<file path="config.mk">
export PLATFORM = sky130hd
export DESIGN_NAME = invader_formation_flat
export DESIGN_NICKNAME = d
export VERILOG_FILES = /design/src/rtl/invader_formation_if.sv /design/src/rtl/invader_formation.sv /design/src/flat_wrapper.sv
export SDC_FILE = /design/constraint.sdc
export NUM_CORES = 1
export LEC_CHECK = 0
export CAP_MARGIN = 20
export CELL_PAD_IN_SITES_DETAIL_PLACEMENT = 0
export CELL_PAD_IN_SITES_GLOBAL_PLACEMENT = 1
export CORE_MARGIN = 10
export CORE_UTILIZATION = 40
export DETAILED_ROUTE_END_ITERATION = 6
export PLACE_DENSITY_LB_ADDON = 0.05
export SETUP_SLACK_MARGIN = 0.02
export SLEW_MARGIN = 20
export SYNTH_ARGS = -nofsm -noshare
export SYNTH_HDL_FRONTEND = slang
export SYNTH_SLANG_ARGS = --single-unit
</file>
<file path="constraint.sdc">
create_clock -name dclk -period 5.7 [get_ports dclk]
set_input_delay 0.57 -clock dclk [delete_from_list [all_inputs] [get_ports dclk]]
set_output_delay 0.57 -clock dclk [all_outputs]
set_load 0.02 [all_outputs]
</file>
<file path="src/rtl/invader_formation_if.sv">
// Player-projectile handshake between the player logic (master) and the
// invader formation (slave): shot position in, kill pulse and consume out.
interface invader_formation_if;
    logic       shot_valid;
    logic [9:0] shot_x;
    logic [9:0] shot_y;
    logic       hit;
    logic       shot_consume;

    modport master (output shot_valid, shot_x, shot_y, input  hit, shot_consume);
    modport slave  (input  shot_valid, shot_x, shot_y, output hit, shot_consume);
endinterface

</file>
<file path="src/rtl/invader_formation.sv">
// Invader formation: marching/descending column block, shot collision and scoring,
// and one enemy projectile slot per column.
module invader_formation #(
    parameter int N_COLS     = 5,
    parameter int SPACING    = 40,
    parameter int X_START    = 100,
    parameter int X_MIN      = 96,
    parameter int X_MAX      = 389,
    parameter int Y_START    = 10,
    parameter int Y_STEP     = 10,
    parameter int Y_LAND     = 400,
    parameter int HIT_W      = 15,
    parameter int HIT_H      = 20,
    parameter int SCORE_PTS  = 50,
    parameter int FIRE_DIV   = 8,
    parameter int PROJ_SPEED = 1
) (
    input  logic                  dclk,
    input  logic                  clr_n,
    input  logic                  tick_i,
    input  logic                  play_i,
    input  logic [7:0]            rand_i,
    invader_formation_if.slave    shot_if,
    output logic [9:0]            inv_x_o,
    output logic [9:0]            inv_y_o,
    output logic [N_COLS-1:0]     alive_o,
    output logic [13:0]           score_o,
    output logic [10*N_COLS-1:0]  eproj_x_o,
    output logic [10*N_COLS-1:0]  eproj_y_o,
    output logic [N_COLS-1:0]     eproj_active_o,
    output logic                  wave_clear_o,
    output logic                  landed_o
);

    localparam int FW = (FIRE_DIV > 1) ? $clog2(FIRE_DIV) : 1;

    typedef enum logic [2:0] {S_IDLE, S_MARCH, S_DESCEND, S_CLEARED, S_LANDED} state_t;

    state_t                   state_q, state_d;
    logic [9:0]               inv_x_q, inv_x_d;
    logic [9:0]               inv_y_q, inv_y_d;
    logic [N_COLS-1:0]        alive_q, alive_d;
    logic                     dir_left_q, dir_left_d;
    logic                     phase_q, phase_d;
    logic [13:0]              score_q, score_d;
    logic                     hit_q, hit_d;
    logic [FW-1:0]            fire_cnt_q, fire_cnt_d;
    logic [5:0]               clr_cnt_q, clr_cnt_d;
    logic [N_COLS-1:0][9:0]   eproj_x_q, eproj_x_d;
    logic [N_COLS-1:0][9:0]   eproj_y_q, eproj_y_d;
    logic [N_COLS-1:0]        eproj_active_q, eproj_active_d;

    logic [N_COLS-1:0]        hit_vec;
    logic [N_COLS-1:0]        kill_vec;
    logic [7:0]               fire_sel;

    function automatic logic [10:0] colx(input logic [9:0] x, input int unsigned c);
        return {1'b0, x} + 11'(c * SPACING);
    endfunction

    assign fire_sel = rand_i % 8'(N_COLS);

    always_comb begin
        logic [10:0]        cx;
        logic signed [11:0] dx;
        logic [11:0]        adx;
        hit_vec = '0;
        for (int unsigned c = 0; c < N_COLS; c++) begin
            cx  = colx(inv_x_q, c);
            dx  = $signed({2'b00, shot_if.shot_x}) - $signed({1'b0, cx});
            adx = dx[11] ? 12'(-dx) : 12'(dx);
            if (alive_q[c] && shot_if.shot_valid && (shot_if.shot_y > inv_y_q) &&
                ((shot_if.shot_y - inv_y_q) < 10'(HIT_H)) && (adx < 12'(HIT_W)))
                hit_vec[c] = 1'b1;
        end
        if (!(state_q == S_MARCH || state_q == S_DESCEND))
            hit_vec = '0;
    end

    // Isolate the lowest set bit so only one column dies per cycle.
    assign kill_vec = hit_vec & (~hit_vec + N_COLS'(1));

    always_comb begin
        logic        do_reload;
        logic        clear_proj;
        logic        proj_run;
        logic        fire_now;
        logic [10:0] ny;
        logic [10:0] cx;
        logic [14:0] sc;

        state_d        = state_q;
        inv_x_d        = inv_x_q;
        inv_y_d        = inv_y_q;
        alive_d        = alive_q;
        dir_left_d     = dir_left_q;
        phase_d        = phase_q;
        score_d        = score_q;
        hit_d          = 1'b0;
        fire_cnt_d     = fire_cnt_q;
        clr_cnt_d      = clr_cnt_q;
        eproj_x_d      = eproj_x_q;
        eproj_y_d      = eproj_y_q;
        eproj_active_d = eproj_active_q;
        do_reload      = 1'b0;
        clear_proj     = 1'b0;
        proj_run       = 1'b0;
        fire_now       = 1'b0;
        ny             = '0;
        cx             = '0;
        sc             = '0;

        if (!play_i) begin
            state_d    = S_IDLE;
            do_reload  = 1'b1;
            clear_proj = 1'b1;
            clr_cnt_d  = '0;
        end else begin
            case (state_q)
                S_IDLE: begin
                    do_reload  = 1'b1;
                    clear_proj = 1'b1;
                    score_d    = '0;
                    clr_cnt_d  = '0;
                    state_d    = S_MARCH;
                end
                S_MARCH, S_DESCEND: begin
                    proj_run = 1'b1;
                    if (alive_q == '0) begin
                        state_d   = S_CLEARED;
                        clr_cnt_d = '0;
                    end else begin
                        if (tick_i)
                            phase_d = ~phase_q;
                        if (tick_i && phase_q) begin
                            if (state_q == S_MARCH) begin
                                if (dir_left_q ? (inv_x_q <= 10'(X_MIN)) : (inv_x_q >= 10'(X_MAX)))
                                    state_d = S_DESCEND;
                                else
                                    inv_x_d = dir_left_q ? inv_x_q - 10'd1 : inv_x_q + 10'd1;
                            end else begin
                                ny         = {1'b0, inv_y_q} + 11'(Y_STEP);
                                inv_y_d    = ny[9:0];
                                dir_left_d = ~dir_left_q;
                                state_d    = (ny >= 11'(Y_LAND)) ? S_LANDED : S_MARCH;
                            end
                        end
                        if (kill_vec != '0) begin
                            alive_d = alive_q & ~kill_vec;
                            hit_d   = 1'b1;
                            sc      = {1'b0, score_q} + 15'(SCORE_PTS);
                            score_d = (sc > 15'd9999) ? 14'd9999 : sc[13:0];
                        end
                        if (tick_i) begin
                            if (fire_cnt_q == FW'(FIRE_DIV - 1)) begin
                                fire_cnt_d = '0;
                                fire_now   = 1'b1;
                            end else begin
                                fire_cnt_d = fire_cnt_q + FW'(1);
                            end
                        end
                    end
                end
                S_CLEARED: begin
                    proj_run = 1'b1;
                    if (tick_i) begin
                        if (clr_cnt_q == 6'd63) begin
                            clr_cnt_d = '0;
                            do_reload = 1'b1;
                            state_d   = S_MARCH;
                        end else begin
                            clr_cnt_d = clr_cnt_q + 6'd1;
                        end
                    end
                end
                default: ;
            endcase
        end

        if (do_reload) begin
            inv_x_d    = 10'(X_START);
            inv_y_d    = 10'(Y_START);
            alive_d    = '1;
            dir_left_d = 1'b0;
            phase_d    = 1'b0;
            fire_cnt_d = '0;
        end

        // Loading is applied after motion so a same-tick load overrides the move.
        for (int unsigned c = 0; c < N_COLS; c++) begin
            if (proj_run && tick_i && eproj_active_q[c]) begin
                ny = {1'b0, eproj_y_q[c]} + 11'(PROJ_SPEED);
                if (ny > 11'd479) begin
                    eproj_active_d[c] = 1'b0;
                    eproj_y_d[c]      = '0;
                end else begin
                    eproj_y_d[c] = ny[9:0];
                end
            end
            if (fire_now && (32'(fire_sel) == c) && alive_q[c] && !eproj_active_q[c]) begin
                cx                = colx(inv_x_q, c);
                eproj_x_d[c]      = cx[9:0];
                eproj_y_d[c]      = inv_y_q + 10'(HIT_H);
                eproj_active_d[c] = 1'b1;
            end
        end

        if (clear_proj)
            eproj_active_d = '0;
    end

    always_ff @(posedge dclk or negedge clr_n) begin
        if (!clr_n) begin
            state_q        <= S_IDLE;
            inv_x_q        <= 10'(X_START);
            inv_y_q        <= 10'(Y_START);
            alive_q        <= '1;
            dir_left_q     <= 1'b0;
            phase_q        <= 1'b0;
            score_q        <= '0;
            hit_q          <= 1'b0;
            fire_cnt_q     <= '0;
            clr_cnt_q      <= '0;
            eproj_x_q      <= '0;
            eproj_y_q      <= '0;
            eproj_active_q <= '0;
        end else begin
            state_q        <= state_d;
            inv_x_q        <= inv_x_d;
            inv_y_q        <= inv_y_d;
            alive_q        <= alive_d;
            dir_left_q     <= dir_left_d;
            phase_q        <= phase_d;
            score_q        <= score_d;
            hit_q          <= hit_d;
            fire_cnt_q     <= fire_cnt_d;
            clr_cnt_q      <= clr_cnt_d;
            eproj_x_q      <= eproj_x_d;
            eproj_y_q      <= eproj_y_d;
            eproj_active_q <= eproj_active_d;
        end
    end

    assign inv_x_o              = inv_x_q;
    assign inv_y_o              = inv_y_q;
    assign alive_o              = alive_q;
    assign score_o              = score_q;
    assign eproj_x_o            = eproj_x_q;
    assign eproj_y_o            = eproj_y_q;
    assign eproj_active_o       = eproj_active_q;
    assign wave_clear_o         = (state_q == S_CLEARED);
    assign landed_o             = (state_q == S_LANDED);
    assign shot_if.hit          = hit_q;
    assign shot_if.shot_consume = hit_q;

endmodule

</file>
<file path="src/flat_wrapper.sv">
// flat-port wrapper written by rule: the top's interface ports become plain ports
module invader_formation_flat 
#(
    parameter int N_COLS     = 5,
    parameter int SPACING    = 40,
    parameter int X_START    = 100,
    parameter int X_MIN      = 96,
    parameter int X_MAX      = 389,
    parameter int Y_START    = 10,
    parameter int Y_STEP     = 10,
    parameter int Y_LAND     = 400,
    parameter int HIT_W      = 15,
    parameter int HIT_H      = 20,
    parameter int SCORE_PTS  = 50,
    parameter int FIRE_DIV   = 8,
    parameter int PROJ_SPEED = 1
)
  (dclk, clr_n, tick_i, play_i, rand_i, inv_x_o, inv_y_o, alive_o, score_o, eproj_x_o, eproj_y_o, eproj_active_o, wave_clear_o, landed_o, shot_if_shot_valid, shot_if_shot_x, shot_if_shot_y, shot_if_hit, shot_if_shot_consume);
  invader_formation_if shot_if_i ();
  input  logic dclk;
  input  logic clr_n;
  input  logic tick_i;
  input  logic play_i;
  input  logic [7:0] rand_i;
  output logic [9:0] inv_x_o;
  output logic [9:0] inv_y_o;
  output logic [N_COLS-1:0] alive_o;
  output logic [13:0] score_o;
  output logic [10*N_COLS-1:0] eproj_x_o;
  output logic [10*N_COLS-1:0] eproj_y_o;
  output logic [N_COLS-1:0] eproj_active_o;
  output logic wave_clear_o;
  output logic landed_o;
  input wire logic [$bits(shot_if_i.shot_valid)-1:0] shot_if_shot_valid;
  input wire logic [$bits(shot_if_i.shot_x)-1:0] shot_if_shot_x;
  input wire logic [$bits(shot_if_i.shot_y)-1:0] shot_if_shot_y;
  output wire logic [$bits(shot_if_i.hit)-1:0] shot_if_hit;
  output wire logic [$bits(shot_if_i.shot_consume)-1:0] shot_if_shot_consume;
  assign shot_if_i.shot_valid = shot_if_shot_valid;
  assign shot_if_i.shot_x = shot_if_shot_x;
  assign shot_if_i.shot_y = shot_if_shot_y;
  assign shot_if_hit = shot_if_i.hit;
  assign shot_if_shot_consume = shot_if_i.shot_consume;
  invader_formation #(.N_COLS(N_COLS), .SPACING(SPACING), .X_START(X_START), .X_MIN(X_MIN), .X_MAX(X_MAX), .Y_START(Y_START), .Y_STEP(Y_STEP), .Y_LAND(Y_LAND), .HIT_W(HIT_W), .HIT_H(HIT_H), .SCORE_PTS(SCORE_PTS), .FIRE_DIV(FIRE_DIV), .PROJ_SPEED(PROJ_SPEED)) u_core (.dclk(dclk), .clr_n(clr_n), .tick_i(tick_i), .play_i(play_i), .rand_i(rand_i), .shot_if(shot_if_i), .inv_x_o(inv_x_o), .inv_y_o(inv_y_o), .alive_o(alive_o), .score_o(score_o), .eproj_x_o(eproj_x_o), .eproj_y_o(eproj_y_o), .eproj_active_o(eproj_active_o), .wave_clear_o(wave_clear_o), .landed_o(landed_o));
endmodule
</file>
; Word level (Yosys, flattened, before mapping)
; Index checks and enable logic that the tools add are counted.
[classes]
add_sub_neg = 28
div = 1
order_cmp = 16
eq_ne = 21
n_mux = 114
n_bitwise = 6
reduce_logical = 88
[ops]
columns = cell, n
row1 = 10-bit 2-to-1 mux, 29
row2 = 12-bit by 4-bit less-than comparator with 1-bit output (second input constant), 5
row3 = 12-bit 2-to-1 mux, 5
row4 = 12-bit negator, 5
row5 = 10-bit by 1-bit adder with 11-bit output (second input constant), 5
row6 = 11-bit by 9-bit greater-than comparator with 1-bit output (second input constant), 5
row7 = 1-bit 2-to-1 mux, 48
row8 = 10-bit by 11-bit subtractor with 12-bit output, 4
row9 = 1-bit logical AND, 42
row10 = 14-bit 2-to-1 mux, 3
row11 = 3-bit 2-to-1 mux, 14
row12 = 5-bit 2-to-1 mux, 7
row13 = 3-bit nonzero test, 10
row14 = 14-bit one-hot mux with 2 select lines, 1
row15 = 6-bit 2-to-1 mux, 4
row16 = 2-bit nonzero test, 12
row17 = 10-bit by 7-bit adder with 11-bit output (second input constant), 2
row18 = 6-bit one-hot mux with 3 select lines, 1
row19 = 8-bit by 2-bit == test with 1-bit output (second input constant), 2
row20 = 14-bit by 6-bit adder with 15-bit output (second input constant), 1
row21 = 15-bit by 14-bit greater-than comparator with 1-bit output (second input constant), 1
row22 = 4-bit AND reduction, 3
row23 = 10-bit by 4-bit adder with 11-bit output (second input constant), 1
row24 = 10-bit by 6-bit adder with 11-bit output (second input constant), 1
row25 = 45 further kinds, 63
[totals]
register_bits = 159
input_bits = 33

; Depth between registers and ports, before layout
; Gate-level depths: netlist of run 1.
[logic_depth]
word_depth = 18
depth_mapped = 19
mapped_depth_nobuf = 17

; Least setup slack after synthesis of run 1
; OpenSTA, ideal clock, no wires.
[synth_timing]
path_type = register to register
startpoint = register u_core.inv_x_q[5], in the netlist u_core.inv_x_o[5]
endpoint = register u_core.score_q[13], in the netlist u_core.score_o[13]
setup_ns = 0.121
arrival_ns = 4.794
path_slack_ns = 0.785
stages_incl_launch_ff = 19
synth_period_minus_slack_ns = 4.915
path_cell_list = dfstp_2 > clkbuf_1 > inv_1 > ha_1 > a21oi_1 > nor2_1 > xnor2_1 > ha_1 > a21oi_1 > nand2_1 > o311ai_0 > o31ai_1 > and3_1 > o211a_1 > o2111ai_1 > o32ai_2 > nor4_1 > nor2_1 > o22a_1
[synth_via]
elab_chain_cells = 14
word_cells_on_any_way = 41
cone_classes = add/sub: 15 / order compare: 5 / eq/ne: 1 / mux: 11 / bitwise: 2 / reduce/logical: 7
[synth_lines]
columns = item, line
row1 = "start, declared", invader_formation.sv:40  ; logic [9:0] inv_x_q, inv_x_d;
row2 = "start signal, assigned", invader_formation.sv:215  ; inv_x_q <= 10'(X_START);
row3 = "start signal, assigned", invader_formation.sv:229  ; inv_x_q <= inv_x_d;
row4 = 10-bit by 6-bit adder with 11-bit output (tied with other cells), invader_formation.sv:58  ; return {1'b0, x} + 11'(c * SPACING);
row5 = 10-bit by 11-bit subtractor with 12-bit output, invader_formation.sv:70  ; dx = $signed({2'b00, shot_if.shot_x}) - $signed({1'b0, cx});
row6 = 12-bit negator, invader_formation.sv:71  ; adx = dx[11] ? 12'(-dx) : 12'(dx);
row7 = 12-bit 2-to-1 mux, invader_formation.sv:71
row8 = 12-bit by 4-bit less-than comparator with 1-bit output, invader_formation.sv:73  ; ((shot_if.shot_y - inv_y_q) < 10'(HIT_H)) && (adx < 12'(HIT_W)))
row9 = 1-bit logical AND, invader_formation.sv:73
row10 = 1-bit 2-to-1 mux, invader_formation.sv:72  ; if (alive_q[c] && shot_if.shot_valid && (shot_if.shot_y > inv_y_q) &&
row11 = 5-bit 2-to-1 mux (*), invader_formation.sv:76  ; if (!(state_q == S_MARCH || state_q == S_DESCEND))
row12 = 5-bit NOT, invader_formation.sv:81  ; assign kill_vec = hit_vec & (~hit_vec + N_COLS'(1));
row13 = 5-bit by 1-bit adder with 5-bit output, invader_formation.sv:81
row14 = 5-bit bitwise AND (*), invader_formation.sv:81
row15 = 5-bit nonzero test (*), invader_formation.sv:148  ; if (kill_vec != '0) begin
row16 = 2-bit by 1-bit inequality test with 1-bit output (no source line) (*), --
row17 = 4-bit AND reduction (no source line) (*), --
row18 = "end signal, assigned", invader_formation.sv:234  ; score_q <= score_d;
row19 = "end, declared", invader_formation.sv:45  ; logic [13:0] score_q, score_d;
; Every way passes the cells marked *; elsewhere a longest branch is shown, timed or not.
; A chain may end at the register's enable or synchronous reset.

; Worst setup path in the final report of run 1
[layout_timing]
startpoint = input rand_i[6]
endpoint = register u_core.eproj_y_q, in the netlist u_core.eproj_y_o[44]
[layout_via]
elab_chain_cells = 6
word_cells_on_any_way = 7
cone_classes = div: 1 / eq/ne: 1 / mux: 1 / reduce/logical: 4
[layout_lines]
columns = item, line
row1 = "start, declared", flat_wrapper.sv:24  ; input logic [7:0] rand_i;
row2 = 8-bit by 3-bit remainder unit with 8-bit output (*), invader_formation.sv:61  ; assign fire_sel = rand_i % 8'(N_COLS);
row3 = 8-bit by 3-bit == test with 1-bit output (*), invader_formation.sv:200  ; if (fire_now && (32'(fire_sel) == c) && alive_q[c] && !eproj_active_q[c]) begin
row4 = 1-bit logical AND (*) (3 in a row), invader_formation.sv:200
row5 = 10-bit 2-to-1 mux or 2-bit nonzero test (tied branches), --
row6 = "end signal, assigned", invader_formation.sv:239  ; eproj_y_q <= eproj_y_d;
row7 = "end, declared", invader_formation.sv:50  ; logic [N_COLS-1:0][9:0] eproj_y_q, eproj_y_d;
; Marked as above.

==> results.ini, run 1 <==
[cells_and_area]
fillers=3216
fin_cells=2234
drive_gt1_frac=0.0698
nets=1896
synthToLayoutAreaGrowth_pct=21.5

[logic_synthesis]
ys_types=94
yosysMostFrequentCell=nand2_1
ys_top_cells_by_count=nand2_1 (154), dfrtp_1 (148), o21ai_0 (134)
synth_edf_count=0
ys_seq_area_frac=0.297
synth_fp_nets=1738
synth_area_um2=13300
ys_ff_latch=158
async_flop_share=1.00
ys.flop_type=dfrtp_1
synth.avg_cell_area_um2=8.24
syn-instance-count=1620
yosys_warnings=0
synth.top_cells.by_area=dfrtp_1 (28%), ha_1 (7.8%), o21ai_0 (5.0%)
netlist.top_cell.by_area=dfrtp_1
yosysTopAreaCellShare=0.277

[die]
dieWidth_um=203
coreArea_um2=32700
start_util=0.408
die_h_um=203
die-area_um2=41100
top_level_ports=181
num_rows=66

[run]
max_cap_violations=0

[clock_tree]
h-tree-depth=4
holdBufCountCts=0
cts_resized=0
clock-root-buffer=clkbuf_16
clockBufferDepth=2
cts_setup_buffers=0
path_clk_slew_ns=0.07
cts_num_sinks=158
cts_tree=done
numCtsBuffers=17
clock_latency_ns=0.44

[critical_path]
path_cells=clkdlybuf4s50_1 -> nor2b_1 -> mux2i_1 -> o2111ai_1 -> a21o_1 -> inv_1 -> ha_1 -> a211oi_1 -> nor2_1 -> a2111oi_1 -> nand2b_1 -> or4_1 -> nand2_1 -> o21ai_0 -> a211o_1
cp.arrival_ns=5.32
cp_max_fo=10
critical_path_buf_inv_count=2
max_stage_delay_ns=0.81
cp_top_family=compound AO/OA/AOI/OAI gates
startpoint_type=input port
cpMaxStageDelayCell=or4_1
critical_path_class=in -> reg
end_kind=flip-flop
cp.required_ns=6.03

[route]
routedWlPerCell_um=20.7
drt_pre_antenna_iters=5
ant_nets=0
vias=13000
first_iter_violations=850
drcViolationCount=0
finalWirelength_mm=46.1
viasPerCell=5.83

[grt]
grt_pass1_wl_mm=72.2
grt_max_degree=64
grt_antenna_before_repair=1
grt-ovfl-total=0
grt_pass1_vias=12400
grtUsageTotal=0.219

[sta]
hold_viol=0
finClkSkew_ns=0.00796
fmax_mhz=200
finalMaxSlewViolations=0
finalSetupTns_ns=0
post-route-period-util=0.876
relSlewSlack=0.382
finalCriticalPeriod_ns=4.99
grt_setup_unrepaired=false
worst_pin_slew_ns=0.921
setup_viol=0

[power]
power_density_nw_per_um2=201
vdd_drop_max_mv=0.200
leakagePower_nw=6.83

[placed_design]
hpwl_mm=35.9
port_buffers=179
placed_cells=2201
routabilityCongestion=0.892

[outcome]
status=finished, final reports clean

[worst_hold_path]
min_path_type=in -> async

-- placed cells by master, fill, tap and decap left out, types with 11 or more instances in the layout --
cell / instances
a31oi_1: 20
o21bai_1: 14
o21a_1: 12
or4_1: 11
a211oi_1: 22
nand2b_1: 24
and2_1: 15
nand3_1: 65
nand2_1: 154
o31ai_1: 19
clkdlybuf4s50_1: 178
nor3b_1: 14
o21ai_0: 134
a21o_1: 25
mux2i_1: 29
nor2_1: 110
or2_2: 16
o211ai_1: 21
xnor2_1: 46
xor2_1: 32
a211o_1: 16
nor2b_1: 17
nor4_1: 20
and3_1: 28
nor3_1: 42
a21oi_1: 115
or3_1: 18
ha_1: 83
clkbuf_16: 17
buf_4: 29
nand4_1: 11
o31a_1: 11
dfrtp_1: 148
inv_1: 71
-- logic make-up after synthesis --
group                      count (synthesis)  share of synthesized area
muxes                                     39                     0.0302
xor gates and xnor gates                  78                     0.0512
DFF                                      158                      0.297
adders and majority gates                 85                     0.0808
other                                      1                   0.000281
AOI/OAI and AO/OA                        537                      0.274
and+or+nand+nor                          580                      0.222
buffers and inverters                    142                     0.0446
-- metrics by stage --
stage	utilization	area (µm²)	setup WS, ns	hold slack (ns)	total power, W
2_1_floorplan	-	13300	0.785	0.274	0.00175
3_3_place_gp	0.477	15600	0.406	0.465	0.00201
3_5_place_dp	0.477	15600	0.270	0.472	0.00201
4_1_cts	0.496	16200	0.727	0.108	0.00330
5_1_grt	0.496	16200	0.282	0.130	0.00343
6_report	0.496	16200	0.706	0.100	0.00327
-- path summary, 6_finish.rpt --
path	cells after the start	endpoint	start	slack [ns]
setup / recovery	15	u_core.eproj_y_o[44]	rand_i[6]	0.71
hold / removal	1	u_core.eproj_x_o[2]	clr_n	0.10
setup reg to reg	14	u_core.score_o[2]	u_core.inv_x_o[2]	0.76
hold reg to reg	2	u_core.eproj_x_o[35]	u_core.eproj_x_o[35]	0.48
max in group asynchronous	2	u_core.inv_x_o[0]	clr_n	4.32
min in group dclk	2	u_core.eproj_x_o[35]	u_core.eproj_x_o[35]	0.48
-- area by class of cell --
cell class / count / area (µm²) / share of cell area
Multi-Input combinational cell: 1320 / 8790 / 0.542
Clock buffer: 17 / 425 / 0.0262
Inverter: 73 / 274 / 0.0169
Sequential cell: 158 / 3970 / 0.245
Antenna cell: 1 / 2.50 / 0.000154
Timing Repair Buffer: 208 / 2010 / 0.124
Clock inverter: 15 / 204 / 0.0126
Tap cell: 442 / 553 / 0.0341
-- registers in the layout, summed over array words and instances, names as in the netlist --
register and cells:
u_core.alive_o 5, u_core.clr_cnt_q 6, u_core.dir_left_q 1, u_core.eproj_active_o 5, u_core.eproj_x_o 50, u_core.eproj_y_o 50, u_core.fire_cnt_q 3, u_core.inv_x_o 10
u_core.inv_y_o 9, u_core.phase_q 1, u_core.score_o 14, u_core.shot_if.hit 1, u_core.state_q 3
-- power breakdown --
group          internal, W  total (W)  switching [W]  leakage [nW]
clock network     0.000708    0.00127       0.000560         0.303
logic             0.000286   0.000814       0.000529          4.40
registers          0.00114    0.00118      0.0000399          2.12
total              0.00214    0.00327        0.00113          6.83
-- layer usage --
| layer | track usage | up-vias | wire length (µm) |
|---|---|---|---|
| li1 | - | 6356 | - |
| met1 | 0.302 | 6314 | 22300 |
| met2 | 0.352 | 319 | 21100 |
| met3 | 0.0376 | 28 | 2210 |
| met4 | 0.0490 | 0 | 562 |
| met5 | 0 | - | 0 |
Note: power is estimated with default switching activity, not from simulation.
==> inputs of run 2 (changes only) <==
--- a/config.mk
+++ b/config.mk
@@ -12,7 +12,6 @@
 export CORE_UTILIZATION = 40
 export DETAILED_ROUTE_END_ITERATION = 6
 export PLACE_DENSITY_LB_ADDON = 0.05
-export SETUP_SLACK_MARGIN = 0.02
 export SLEW_MARGIN = 20
 export SYNTH_ARGS = -nofsm -noshare
 export SYNTH_HDL_FRONTEND = slang
==> results of run 2 <==
The final DEF is identical to that of run 1; final timing and power are the same.
==> patch: new RTL, settings of run 2 <==
Add an input register stage for `rand_i`; this delays it by one clock. The other inputs are not delayed to match.
--- a/src/rtl/invader_formation.sv
+++ b/src/rtl/invader_formation.sv
@@ -36,6 +36,12 @@
 
     typedef enum logic [2:0] {S_IDLE, S_MARCH, S_DESCEND, S_CLEARED, S_LANDED} state_t;
 
+    logic [7:0] rand_q;
+
+    always_ff @(posedge dclk) begin
+        rand_q <= rand_i;
+    end
+
     state_t                   state_q, state_d;
     logic [9:0]               inv_x_q, inv_x_d;
     logic [9:0]               inv_y_q, inv_y_d;
@@ -58,7 +64,7 @@
         return {1'b0, x} + 11'(c * SPACING);
     endfunction
 
-    assign fire_sel = rand_i % 8'(N_COLS);
+    assign fire_sel = rand_q % 8'(N_COLS);
 
     always_comb begin
         logic [10:0]        cx;
Behaviour: no difference found for any inputs over 4 cycles, from zero or initial values; that may be too few to reach the edited logic, so the function may still have changed.
==> patch against run 2 <==
Final area grew 0.47%; setup slack lost 0.29 ns; routed wire length grew 3.2%; register-to-register slack lost 0.35 ns; area after synthesis grew 0.37%; sequential cell count grew 8; power grew 6.8%.
==> patch: results (changes against run 2) <==
outcome:
  status: "finished, final reports clean"  # unchanged
pwr:
  p_int_mw: 2.33  # was 2.14 mW
  vdd_drop_max_uv: 234  # was 200 uV
  leakagePower_nw: 6.69  # was 6.83 nW
clock_tree:
  cts_made_buffers: 17  # unchanged
  htree_num_levels: 4  # unchanged
  post-cts-setup-buffers: 0  # unchanged
  insertion_delay_ns: 0.46  # was 0.44 ns
  root_buffer: "clkbuf_16"  # unchanged
  cts_resized: 0  # unchanged
  cts.path.max_buffers: 2  # unchanged
  path_clk_slew_ns: 0.07  # about the same
drt:
  drt_iter0_drc: 909  # was 850
  drt_pass1_iterations: 6  # was 5
  vias: 13000  # about the same
  wl_per_cell_um: 21.3  # was 20.7 um
sta:
  slew_headroom_pct: 27.2  # was 38.2%
  setup_viol: 0  # unchanged
  finalClockSkew_ns: 0.0203  # was 0.00796 ns
synth:
  yosys.area_share.adder_pct: 8.05  # was 8.08%
  yosys_warnings: 0  # unchanged
  synthMuxAreaShare_pct: 3.40  # was 3.02%
  synth-xor-area-share_pct: 5.93  # was 5.12%
  synth_compound_area_share_pct: 25.2  # was 27.4%
  synth-main-ff-cell: "dfrtp_1"  # unchanged
  ys_top_cells_by_area: "dfrtp_1, ha_1, o21ai_0"  # unchanged
  ys_seq_area_share_pct: 30.8  # was 29.7%
  syn-num-nets: 1747  # was 1738
  netlist_top_cells_count: "nand2_1, dfrtp_1, nor2_1"  # was nand2_1, dfrtp_1, o21ai_0
  synth_async_sr_flop_share_pct: 95.2  # was 100%
  synth_cell_types: 98  # was 94
setup_path:
  worstPathArrival_ns: 5.63  # was 5.32 ns
  cp_max_fo: 15  # was 10
grt:
  antenna_found_initial: 1  # unchanged
  grt_pass1_wl_um: 74600  # was 72200 um
  grt_usage_pct: 22.7  # was 21.9%
  grt_max_degree: 78  # was 64
layout:
  fill_cells: 3282  # was 3216
  nets: 1898  # was 1896
  drive_gt1_share_pct: 7.25  # was 6.98%
  diodes: 0  # was 1
min_path:
  hp-class: "input pin to asynchronous set/reset pin"  # unchanged
placed_design:
  io_buffers: 179  # unchanged
  hpwlAfterDp_um: 36300  # was 35900 um
  gp_congestion: 0.935  # was 0.892
==> patch: critical path, cell delays in order (launching register included) <==
cell       delay, ns
dfstp_2         0.73
inv_1           0.23
ha_1            0.27
a21boi_2        0.28
xnor2_1         0.14
ha_1            0.43
or3b_2          0.47
o2111a_1        0.15
o311ai_1        0.16
a2111o_1        0.21
nor3_1          0.07
a2111oi_0       0.39
mux2i_1         0.19
or4_1           0.57
o2111ai_2       0.15
a21oi_4         0.12
nand2b_4        0.25
o41ai_1         0.36
==> patch: per-stage QoR <==
stage	cell area [um^2]	setup WS, ns	utilization [%]	power [mW]	cells
final	16300	0.412	49.7	3.49	2235
after detailed placement	15600	0.252	47.7	2.17	2203
after global routing	16300	0.00874	49.7	3.67	2235
after global placement	15600	0.353	47.7	2.16	2203
after floorplan	13400	0.741	-	1.88	1629
after CTS	16300	0.297	49.7	3.51	2235
==> patch: final cells by class <==
class	instances	area [um^2]	area share (%)
flip-flops and latches	166	4130	25.3
multi-input cells	1339	8780	53.9
clock inverters	11	196	1.21
inverters	50	188	1.15
clock buffers	21	460	2.83
repair buffers	206	2000	12.2
well taps	442	553	3.39
==> patch: power groups by stage <==
stage               clock (mW)  combinational [mW]  sequential [mW]
floorplan                    0               0.580             1.30
global placement             0               0.854             1.31
detailed placement           0               0.860             1.31
CTS                       1.36               0.864             1.29
global route              1.41               0.966             1.30
finish                    1.33               0.871             1.29
==> patch: logic make-up (layout without fill, tap and decap cells) <==
kind of cell,count (synthesis),count (layout)
multiplexers,43,43
other,1,1
XOR/XNOR,89,89
adder cells (fa/ha/maj),85,85
AND/OR/NAND/NOR,605,605
flip-flops,166,166
buffers and inverters,124,288
AO/OA/AOI/OAI,516,516
==> patch: final timing paths <==
path	cells after the start	slack [ns]	startpoint	to
setup / recovery	17	0.41	u_core.inv_x_o[5]	u_core.score_o[6]
hold / removal	1	0.17	clr_n	u_core.score_o[11]
setup reg to reg	17	0.41	u_core.inv_x_o[5]	u_core.score_o[6]
hold reg to reg	2	0.48	u_core.eproj_x_o[40]	u_core.eproj_x_o[40]
max in group asynchronous	2	4.38	clr_n	u_core.inv_x_o[0]
min in group dclk	2	0.48	u_core.eproj_x_o[40]	u_core.eproj_x_o[40]
==> patch: metal layers <==
layer / track usage, % / share of wire (%) / wire length (um)
met1: 29.8 / 45 / 21700
met4: 6.77 / 2.4 / 1130
met3: 4.73 / 5.3 / 2510
met2: 36.7 / 47 / 22300
met5: 0 / 0 / 0
